### config.mk
export PLATFORM = sky130hd
export DESIGN_NAME = vdp_sprite_writer_flat
export DESIGN_NICKNAME = d
export VERILOG_FILES = /design/src/rtl/vdp_sprite_writer_pkg.sv /design/src/rtl/vdp_sprite_writer_if.sv /design/src/rtl/vdp_sprite_writer_axis_bounce.sv /design/src/rtl/vdp_sprite_writer.sv /design/src/flat_wrapper.sv
export SDC_FILE = /design/constraint.sdc
export NUM_CORES = 1
export LEC_CHECK = 0
export ABC_AREA = 1
export BUFFER_PORTS_ARGS = -buffer_cell sky130_fd_sc_hd__buf_2
export CORE_MARGIN = 2
export CORE_UTILIZATION = 55
export DETAILED_ROUTE_END_ITERATION = 10
export GPL_ROUTABILITY_DRIVEN = 0
export PLACE_DENSITY = 0.79
export SETUP_SLACK_MARGIN = 0.15
export SLEW_MARGIN = 20
export SYNTH_ARGS = -nofsm -noshare
export SYNTH_HDL_FRONTEND = slang
export SYNTH_SLANG_ARGS = --single-unit
### constraint.sdc
create_clock -name clk -period 3.8 [get_ports clk]
set_input_delay 0.38 -clock clk [delete_from_list [all_inputs] [get_ports clk]]
set_output_delay 0.38 -clock clk [all_outputs]
set_load 0.005 [all_outputs]
### src/rtl/vdp_sprite_writer_pkg.sv
// Shared VDP sprite-port definitions: row/XY word layout, FSM states and the XY word builder.
package vdp_sprite_writer_pkg;

    localparam int ROW_W         = 32;
    localparam int ROW_IDX_W     = 3;
    localparam int XY_FIELD_W    = 10;
    localparam int XY_ENABLE_BIT = 31;
    localparam int XY_TILE_BIT   = 30;
    localparam int XY_X_LSB      = 10;
    localparam int XY_Y_LSB      = 0;

    typedef enum logic [2:0] {
        ST_IDLE     = 3'd0,
        ST_LOAD_ROW = 3'd1,
        ST_LOAD_XY  = 3'd2,
        ST_CALC     = 3'd3,
        ST_MOVE_XY  = 3'd4
    } state_e;

    function automatic logic [ROW_W-1:0] xy_word(input logic [XY_FIELD_W-1:0] x,
                                                 input logic [XY_FIELD_W-1:0] y);
        logic [ROW_W-1:0] w;
        w = '0;
        w[XY_ENABLE_BIT] = 1'b1;
        w[XY_TILE_BIT] = 1'b0;
        w[XY_X_LSB +: XY_FIELD_W] = x;
        w[XY_Y_LSB +: XY_FIELD_W] = y;
        return w;
    endfunction

endpackage

### src/rtl/vdp_sprite_writer_if.sv
// Write side of the VDP sprite register port: strobes, row index, data and the ready handshake.
interface vdp_sprite_writer_if;
    import vdp_sprite_writer_pkg::*;

    logic                 xy_we;
    logic                 row_we;
    logic [ROW_IDX_W-1:0] wr_row_index;
    logic [ROW_W-1:0]     wr_data;
    logic                 wr_ready;

    modport master (
        output xy_we, row_we, wr_row_index, wr_data,
        input  wr_ready
    );

    modport slave (
        input  xy_we, row_we, wr_row_index, wr_data,
        output wr_ready
    );
endinterface

### src/rtl/vdp_sprite_writer_axis_bounce.sv
// One axis of sprite motion: adds a signed velocity and reflects off [0, limit].
module vdp_sprite_writer_axis_bounce #(
    parameter int POS_W = 10,
    parameter int VEL_W = 2
) (
    input  logic        [POS_W-1:0] pos_i,
    input  logic signed [VEL_W-1:0] vel_i,
    input  logic        [POS_W-1:0] limit_i,
    output logic        [POS_W-1:0] pos_o,
    output logic signed [VEL_W-1:0] vel_o
);
    localparam int SUM_W = POS_W + 2;
    localparam logic signed [VEL_W-1:0] VEL_MIN = {1'b1, {(VEL_W-1){1'b0}}};
    localparam logic signed [VEL_W-1:0] VEL_MAX = {1'b0, {(VEL_W-1){1'b1}}};

    logic signed [SUM_W-1:0] sum;
    logic signed [VEL_W-1:0] vel_neg;

    always_comb begin
        sum = $signed({2'b00, pos_i}) + $signed({{(SUM_W-VEL_W){vel_i[VEL_W-1]}}, vel_i});
        // The most negative velocity has no positive twin; clamp it instead of wrapping.
        vel_neg = (vel_i == VEL_MIN) ? VEL_MAX : -vel_i;
        pos_o = sum[POS_W-1:0];
        vel_o = vel_i;
        if (sum < 0) begin
            pos_o = '0;
            vel_o = vel_neg;
        end else if (sum > $signed({2'b00, limit_i})) begin
            pos_o = limit_i;
            vel_o = vel_neg;
        end
    end
endmodule

### src/rtl/vdp_sprite_writer.sv
// Sprite write master: uploads an 8x8 image + XY word on load, then bounces the sprite once per frame.
module vdp_sprite_writer
    import vdp_sprite_writer_pkg::*;
#(
    parameter int          SCREEN_WIDTH  = 640,
    parameter int          SCREEN_HEIGHT = 480,
    parameter int          SPRITE_WIDTH  = 8,
    parameter int          SPRITE_HEIGHT = 8,
    parameter int          X_WIDTH       = 10,
    parameter int          Y_WIDTH       = 10,
    parameter int          DX_WIDTH      = 2,
    parameter int          DY_WIDTH      = 2,
    parameter int          X0            = 0,
    parameter int          Y0            = 0,
    parameter int          DX0           = 1,
    parameter int          DY0           = 1,
    parameter logic [31:0] ROW_0         = 32'h0,
    parameter logic [31:0] ROW_1         = 32'h0,
    parameter logic [31:0] ROW_2         = 32'h0,
    parameter logic [31:0] ROW_3         = 32'h0,
    parameter logic [31:0] ROW_4         = 32'h0,
    parameter logic [31:0] ROW_5         = 32'h0,
    parameter logic [31:0] ROW_6         = 32'h0,
    parameter logic [31:0] ROW_7         = 32'h0
) (
    input  logic                clk,
    input  logic                reset_n,
    input  logic                load,
    input  logic                frame_start,
    input  logic                motion_en,
    vdp_sprite_writer_if.master wr,
    output logic                busy,
    output logic [X_WIDTH-1:0]  x_out,
    output logic [Y_WIDTH-1:0]  y_out
);
    localparam logic        [X_WIDTH-1:0]  X_INIT  = X_WIDTH'(X0);
    localparam logic        [Y_WIDTH-1:0]  Y_INIT  = Y_WIDTH'(Y0);
    localparam logic signed [DX_WIDTH-1:0] DX_INIT = DX_WIDTH'(DX0);
    localparam logic signed [DY_WIDTH-1:0] DY_INIT = DY_WIDTH'(DY0);
    localparam logic        [X_WIDTH-1:0]  X_LIMIT = X_WIDTH'(SCREEN_WIDTH - SPRITE_WIDTH);
    localparam logic        [Y_WIDTH-1:0]  Y_LIMIT = Y_WIDTH'(SCREEN_HEIGHT - SPRITE_HEIGHT);

    state_e                      state_q;
    logic [ROW_IDX_W-1:0]        idx_q;
    logic                        xy_we_q, row_we_q, busy_q;
    logic [ROW_W-1:0]            data_q;
    logic [X_WIDTH-1:0]          x_q, x_d;
    logic [Y_WIDTH-1:0]          y_q, y_d;
    logic signed [DX_WIDTH-1:0]  dx_q, dx_d;
    logic signed [DY_WIDTH-1:0]  dy_q, dy_d;
    logic                        pend_load_q, pend_load_d;
    logic                        pend_frame_q, pend_frame_d;
    logic                        xfer, frame_ev;

    function automatic logic [ROW_W-1:0] row_word(input logic [ROW_IDX_W-1:0] i);
        case (i)
            3'd0:    return ROW_0;
            3'd1:    return ROW_1;
            3'd2:    return ROW_2;
            3'd3:    return ROW_3;
            3'd4:    return ROW_4;
            3'd5:    return ROW_5;
            3'd6:    return ROW_6;
            default: return ROW_7;
        endcase
    endfunction

    vdp_sprite_writer_axis_bounce #(.POS_W(X_WIDTH), .VEL_W(DX_WIDTH)) u_bounce_x (
        .pos_i(x_q), .vel_i(dx_q), .limit_i(X_LIMIT), .pos_o(x_d), .vel_o(dx_d)
    );

    vdp_sprite_writer_axis_bounce #(.POS_W(Y_WIDTH), .VEL_W(DY_WIDTH)) u_bounce_y (
        .pos_i(y_q), .vel_i(dy_q), .limit_i(Y_LIMIT), .pos_o(y_d), .vel_o(dy_d)
    );

    assign xfer     = (xy_we_q | row_we_q) & wr.wr_ready;
    assign frame_ev = frame_start & motion_en;

    // One-deep pending requests; a finished load discards any step queued before it.
    always_comb begin
        pend_load_d  = pend_load_q;
        pend_frame_d = pend_frame_q;
        if (state_q == ST_IDLE) begin
            if (load || pend_load_q) begin
                pend_load_d = 1'b0;
                if (frame_ev) pend_frame_d = 1'b1;
            end else begin
                pend_frame_d = 1'b0;
            end
        end else begin
            if (load)     pend_load_d  = 1'b1;
            if (frame_ev) pend_frame_d = 1'b1;
        end
        if (state_q == ST_LOAD_XY && xfer) pend_frame_d = 1'b0;
        if (!motion_en)                    pend_frame_d = 1'b0;
    end

    always_ff @(posedge clk) begin
        if (!reset_n) begin
            state_q      <= ST_IDLE;
            idx_q        <= '0;
            xy_we_q      <= 1'b0;
            row_we_q     <= 1'b0;
            busy_q       <= 1'b0;
            data_q       <= '0;
            x_q          <= X_INIT;
            y_q          <= Y_INIT;
            dx_q         <= DX_INIT;
            dy_q         <= DY_INIT;
            pend_load_q  <= 1'b0;
            pend_frame_q <= 1'b0;
        end else begin
            pend_load_q  <= pend_load_d;
            pend_frame_q <= pend_frame_d;
            case (state_q)
                ST_IDLE: begin
                    if (load || pend_load_q) begin
                        state_q  <= ST_LOAD_ROW;
                        idx_q    <= '0;
                        row_we_q <= 1'b1;
                        data_q   <= row_word('0);
                        busy_q   <= 1'b1;
                    end else if (frame_ev || pend_frame_q) begin
                        state_q <= ST_CALC;
                        busy_q  <= 1'b1;
                    end
                end
                ST_LOAD_ROW: begin
                    if (xfer) begin
                        if (idx_q == 3'd7) begin
                            state_q  <= ST_LOAD_XY;
                            row_we_q <= 1'b0;
                            xy_we_q  <= 1'b1;
                            x_q      <= X_INIT;
                            y_q      <= Y_INIT;
                            dx_q     <= DX_INIT;
                            dy_q     <= DY_INIT;
                            data_q   <= xy_word(XY_FIELD_W'(X_INIT), XY_FIELD_W'(Y_INIT));
                        end else begin
                            idx_q  <= idx_q + 3'd1;
                            data_q <= row_word(idx_q + 3'd1);
                        end
                    end
                end
                ST_CALC: begin
                    state_q <= ST_MOVE_XY;
                    x_q     <= x_d;
                    y_q     <= y_d;
                    dx_q    <= dx_d;
                    dy_q    <= dy_d;
                    xy_we_q <= 1'b1;
                    data_q  <= xy_word(XY_FIELD_W'(x_d), XY_FIELD_W'(y_d));
                end
                ST_LOAD_XY, ST_MOVE_XY: begin
                    if (xfer) begin
                        state_q <= ST_IDLE;
                        xy_we_q <= 1'b0;
                        busy_q  <= 1'b0;
                    end
                end
                default: begin
                    state_q  <= ST_IDLE;
                    xy_we_q  <= 1'b0;
                    row_we_q <= 1'b0;
                    busy_q   <= 1'b0;
                end
            endcase
        end
    end

    assign wr.xy_we        = xy_we_q;
    assign wr.row_we       = row_we_q;
    assign wr.wr_row_index = idx_q;
    assign wr.wr_data      = data_q;
    assign busy            = busy_q;
    assign x_out           = x_q;
    assign y_out           = y_q;
endmodule

### src/flat_wrapper.sv
// flat-port wrapper written by rule: the top's interface ports become plain ports
module vdp_sprite_writer_flat import vdp_sprite_writer_pkg::*;
#(
    parameter int          SCREEN_WIDTH  = 640,
    parameter int          SCREEN_HEIGHT = 480,
    parameter int          SPRITE_WIDTH  = 8,
    parameter int          SPRITE_HEIGHT = 8,
    parameter int          X_WIDTH       = 10,
    parameter int          Y_WIDTH       = 10,
    parameter int          DX_WIDTH      = 2,
    parameter int          DY_WIDTH      = 2,
    parameter int          X0            = 0,
    parameter int          Y0            = 0,
    parameter int          DX0           = 1,
    parameter int          DY0           = 1,
    parameter logic [31:0] ROW_0         = 32'h0,
    parameter logic [31:0] ROW_1         = 32'h0,
    parameter logic [31:0] ROW_2         = 32'h0,
    parameter logic [31:0] ROW_3         = 32'h0,
    parameter logic [31:0] ROW_4         = 32'h0,
    parameter logic [31:0] ROW_5         = 32'h0,
    parameter logic [31:0] ROW_6         = 32'h0,
    parameter logic [31:0] ROW_7         = 32'h0
)
  (clk, reset_n, load, frame_start, motion_en, busy, x_out, y_out, wr_xy_we, wr_row_we, wr_wr_row_index, wr_wr_data, wr_wr_ready);
  vdp_sprite_writer_if wr_i ();
  input  logic clk;
  input  logic reset_n;
  input  logic load;
  input  logic frame_start;
  input  logic motion_en;
  output logic busy;
  output logic [X_WIDTH-1:0] x_out;
  output logic [Y_WIDTH-1:0] y_out;
  output wire logic [$bits(wr_i.xy_we)-1:0] wr_xy_we;
  output wire logic [$bits(wr_i.row_we)-1:0] wr_row_we;
  output wire logic [$bits(wr_i.wr_row_index)-1:0] wr_wr_row_index;
  output wire logic [$bits(wr_i.wr_data)-1:0] wr_wr_data;
  input wire logic [$bits(wr_i.wr_ready)-1:0] wr_wr_ready;
  assign wr_xy_we = wr_i.xy_we;
  assign wr_row_we = wr_i.row_we;
  assign wr_wr_row_index = wr_i.wr_row_index;
  assign wr_wr_data = wr_i.wr_data;
  assign wr_i.wr_ready = wr_wr_ready;
  vdp_sprite_writer #(.SCREEN_WIDTH(SCREEN_WIDTH), .SCREEN_HEIGHT(SCREEN_HEIGHT), .SPRITE_WIDTH(SPRITE_WIDTH), .SPRITE_HEIGHT(SPRITE_HEIGHT), .X_WIDTH(X_WIDTH), .Y_WIDTH(Y_WIDTH), .DX_WIDTH(DX_WIDTH), .DY_WIDTH(DY_WIDTH), .X0(X0), .Y0(Y0), .DX0(DX0), .DY0(DY0), .ROW_0(ROW_0), .ROW_1(ROW_1), .ROW_2(ROW_2), .ROW_3(ROW_3), .ROW_4(ROW_4), .ROW_5(ROW_5), .ROW_6(ROW_6), .ROW_7(ROW_7)) u_core (.clk(clk), .reset_n(reset_n), .load(load), .frame_start(frame_start), .motion_en(motion_en), .wr(wr_i), .busy(busy), .x_out(x_out), .y_out(y_out));
endmodule
==> reports/results.tsv <==
stage	metric	value	unit
worst_setup_path	crit_path_end_kind	flip-flop	
worst_setup_path	required	3.96	ns
floorplan	coreArea	6310	um2
pwr	power_frac_seq	0.351	
pwr	p_clk_frac	0.163	
worst_setup_path	cp-startpoint	u_core.dx_q[1]	
logic_synthesis	yosysSeqAreaShare	0.315	
sta	rsz0062_at_grt	false	
clocking	post_cts.resized_instances	0	
sta	whs	0.303	ns
sta	setup_viol	0	
sta	slew_headroom	0.443	
global_routing	antenna_found_initial	0	
routing	post-route-drc-count	0	
floorplan	io_pins	64	
pwr	switching_share	0.455	
pwr	p_switching	0.940	mW
sta	fin_crit_sh	0.736	
placed_design	placed_cell_area	3840	um2
global_routing	grt_pass1_wl	13800	um
global_routing	met3_usage	0.0413	
clocking	ctsHoldBuffers	0	
routing	finalWirelength	8110	um
sta	finalMaxSlewViolations	0	
layout	stdcell_count	671	
routing	viasPerCell	5.17	
logic_synthesis	yosysMostFrequentCell	nand2_1	
floorplan	die_h	84.4	um
clocking	cts.sinks	56	
global_routing	use_met2	0.392	
sta	tightest_slew	0.836	ns
routing	vias	3469	
global_routing	overflow	0	
sta	fin_skew	0.00709	ns
logic_synthesis	netlist_area	3550	um2
worst_hold_path	worstHoldStart	motion_en	
global_routing	grtUsageMet1	0.301	
worst_setup_path	worstSetupPathType	reg -> reg	
clocking	clock_latency	0.31	ns
routing	drt_pass1_iterations	5	
sta	fmax	357	MHz
logic_synthesis	postSynthAreaPerCell	6.56	um2
layout	syn_to_final_growth	10.7	%
clocking	htree_levels	2	
global_routing	track_usage	0.229	
logic_synthesis	syn_inst	542	
global_routing	grt_start_max_net_pins	51	
floorplan	fp.dieW	84.4	um
job	maxCapViolCount	0	
placed_design	hpwlAfterDp	6180	um
floorplan	initial_utilization	0.563	
layout	drive_gt1_frac	0.145	
worst_setup_path	crit_arrival	2.96	ns
pwr	p_int	1.13	mW
worst_setup_path	rr_startpoint	u_core.dx_q[1]	
clocking	clk_pin_slew	0.10	ns
logic_synthesis	ys.flop_type	dfxtp_1	
placed_design	io_buffers	52	
pwr	leakage	2.04	nW
logic_synthesis	async_flop_share	0	
run_status	outcome	completed	
placed_design	placedCellCount	663	
layout	nets	625	
floorplan	die_area	7120	um2
clocking	clockBufferDepth	2	
clocking	cts_buffers	5	
global_routing	grt_pass1_vias	3110	
global_routing	grt.busiest_layer	met2	
worst_hold_path	hold_class	in -> reg	
pwr	max-vdd-ir-drop	0.390	mV
routing	postRouteAntennaNets	0	
logic_synthesis	synth_commonest_cells	181 x nand2_1, 70 x inv_1, 56 x a21oi_1, 56 x dfxtp_1, 35 x nor2_1	
logic_synthesis	synth_top_cell_by_area	dfxtp_1	
logic_synthesis	ys_top_cells_by_area	dfxtp_1 32%, nand2_1 19%, ha_1 8.4%	
worst_setup_path	path_max_fanout	14	
routing	avgRoutedWirePerCell	12.1	um
sta	finalSetupTns	0	ns
logic_synthesis	synth_edf_count	0	
sta	hold_viol	0	
layout	antenna_cells	0	
logic_synthesis	ys_types	31	
pwr	pwr-share-comb	0.486	
sta	post-route-min-period	2.80	ns
routing	drt_iter0_drc	198	
logic_synthesis	synth_seq_cells	56	
pwr	p_per_area	525	nW/um2
logic_synthesis	synth.top_cell.area_share	0.315	
logic_synthesis	synth_warnings	0	
floorplan	core.rowCount	29	
clocking	post_cts_buffers	0	
layout	design_area	3940	um2
worst_setup_path	worst_setup_path_start_kind	flip-flop	
clocking	cts_tree	yes	
clocking	clockRootBuffer	clkbuf_8	
[area by class of cell]
cell class,count,area (um2)
multi-input cells,399,2060
flip-flops and latches,56,1120
clock inverters,3,22.5
well taps,77,96.3
repair buffers,54,275
clock buffers,5,68.8
fillers,621,2380
inverters,77,289
[cells in the final DEF (no fill, tap or decap), types with 8 or more instances in the layout]
cell / count
inv_1: 70
nor2_1: 35
nand2_1: 181
ha_1: 24
nand3_1: 29
conb_1: 11
nand2_2: 8
nand4_1: 11
a21oi_1: 56
dfxtp_1: 56
buf_2: 52
[logic make-up after synthesis]
group / synth area share
AO/OA/AOI/OAI: 0.122
XOR/XNOR: 0.00985
adder cells (fa/ha/maj): 0.0957
buffers and inverters: 0.115
flip-flops: 0.315
other: 0.00105
AND/OR/NAND/NOR: 0.341
[path summary, 6_finish.rpt]
check | endpoint | slack (ns) | cells after the start
worst min-delay path | u_core.pend_frame_q | 0.30 | 3
worst min register to register | u_core.wr.wr_data[9] | 0.45 | 2
worst max-delay path | u_core.x_out[9] | 1.00 | 16
worst max register to register | u_core.x_out[9] | 1.00 | 16
[state kept, by name (all words and copies together), names as in the netlist, 2 cells and up]
name and cells:
u_core.wr.wr_data 21, u_core.x_out 10, u_core.dx_q 2, u_core.y_out 10, u_core.state_q 3, u_core.dy_q 2
u_core.wr.wr_row_index 3
[worst max-delay path: stages, from the launching register on]
cell	delay, ns
dfxtp_1	0.68
inv_1	0.21
fa_1	0.47
inv_1	0.09
nand3_1	0.08
nand2_1	0.10
nand2_1	0.07
nand3_1	0.07
nand2_1	0.07
nor2_1	0.10
nand2_1	0.06
nand2_1	0.20
nand2_1	0.08
nand2_1	0.17
nand2_1	0.08
nand2_1	0.08
a21oi_1	0.06
[metal layers]
metal | up-vias | share of wire
li1 | 1810 | -
met1 | 1537 | 0.47
met2 | 112 | 0.46
met3 | 10 | 0.057
met4 | 0 | 0.011
met5 | - | 0
[power by group through the flow]
stage                     Clock, mW  Combinational (mW)  Sequential (mW)
after floorplan                   0               0.747            0.740
after global placement            0               0.973            0.734
after detailed placement          0               0.992            0.738
after CTS                     0.343                1.00            0.726
after global routing          0.367                1.14            0.735
final                         0.336                1.00            0.726
[per-stage QoR]
| stage | utilization | power (mW) | worst slack, ns |
|---|---|---|---|
| floorplan | - | 1.49 | 1.48 |
| global placement | 0.609 | 1.71 | 1.15 |
| detailed placement | 0.609 | 1.73 | 1.01 |
| CTS | 0.623 | 2.07 | 1.00 |
| global route | 0.623 | 2.25 | 0.700 |
| finish | 0.623 | 2.07 | 1.00 |
Note: power is estimated with default switching activity, not from simulation.
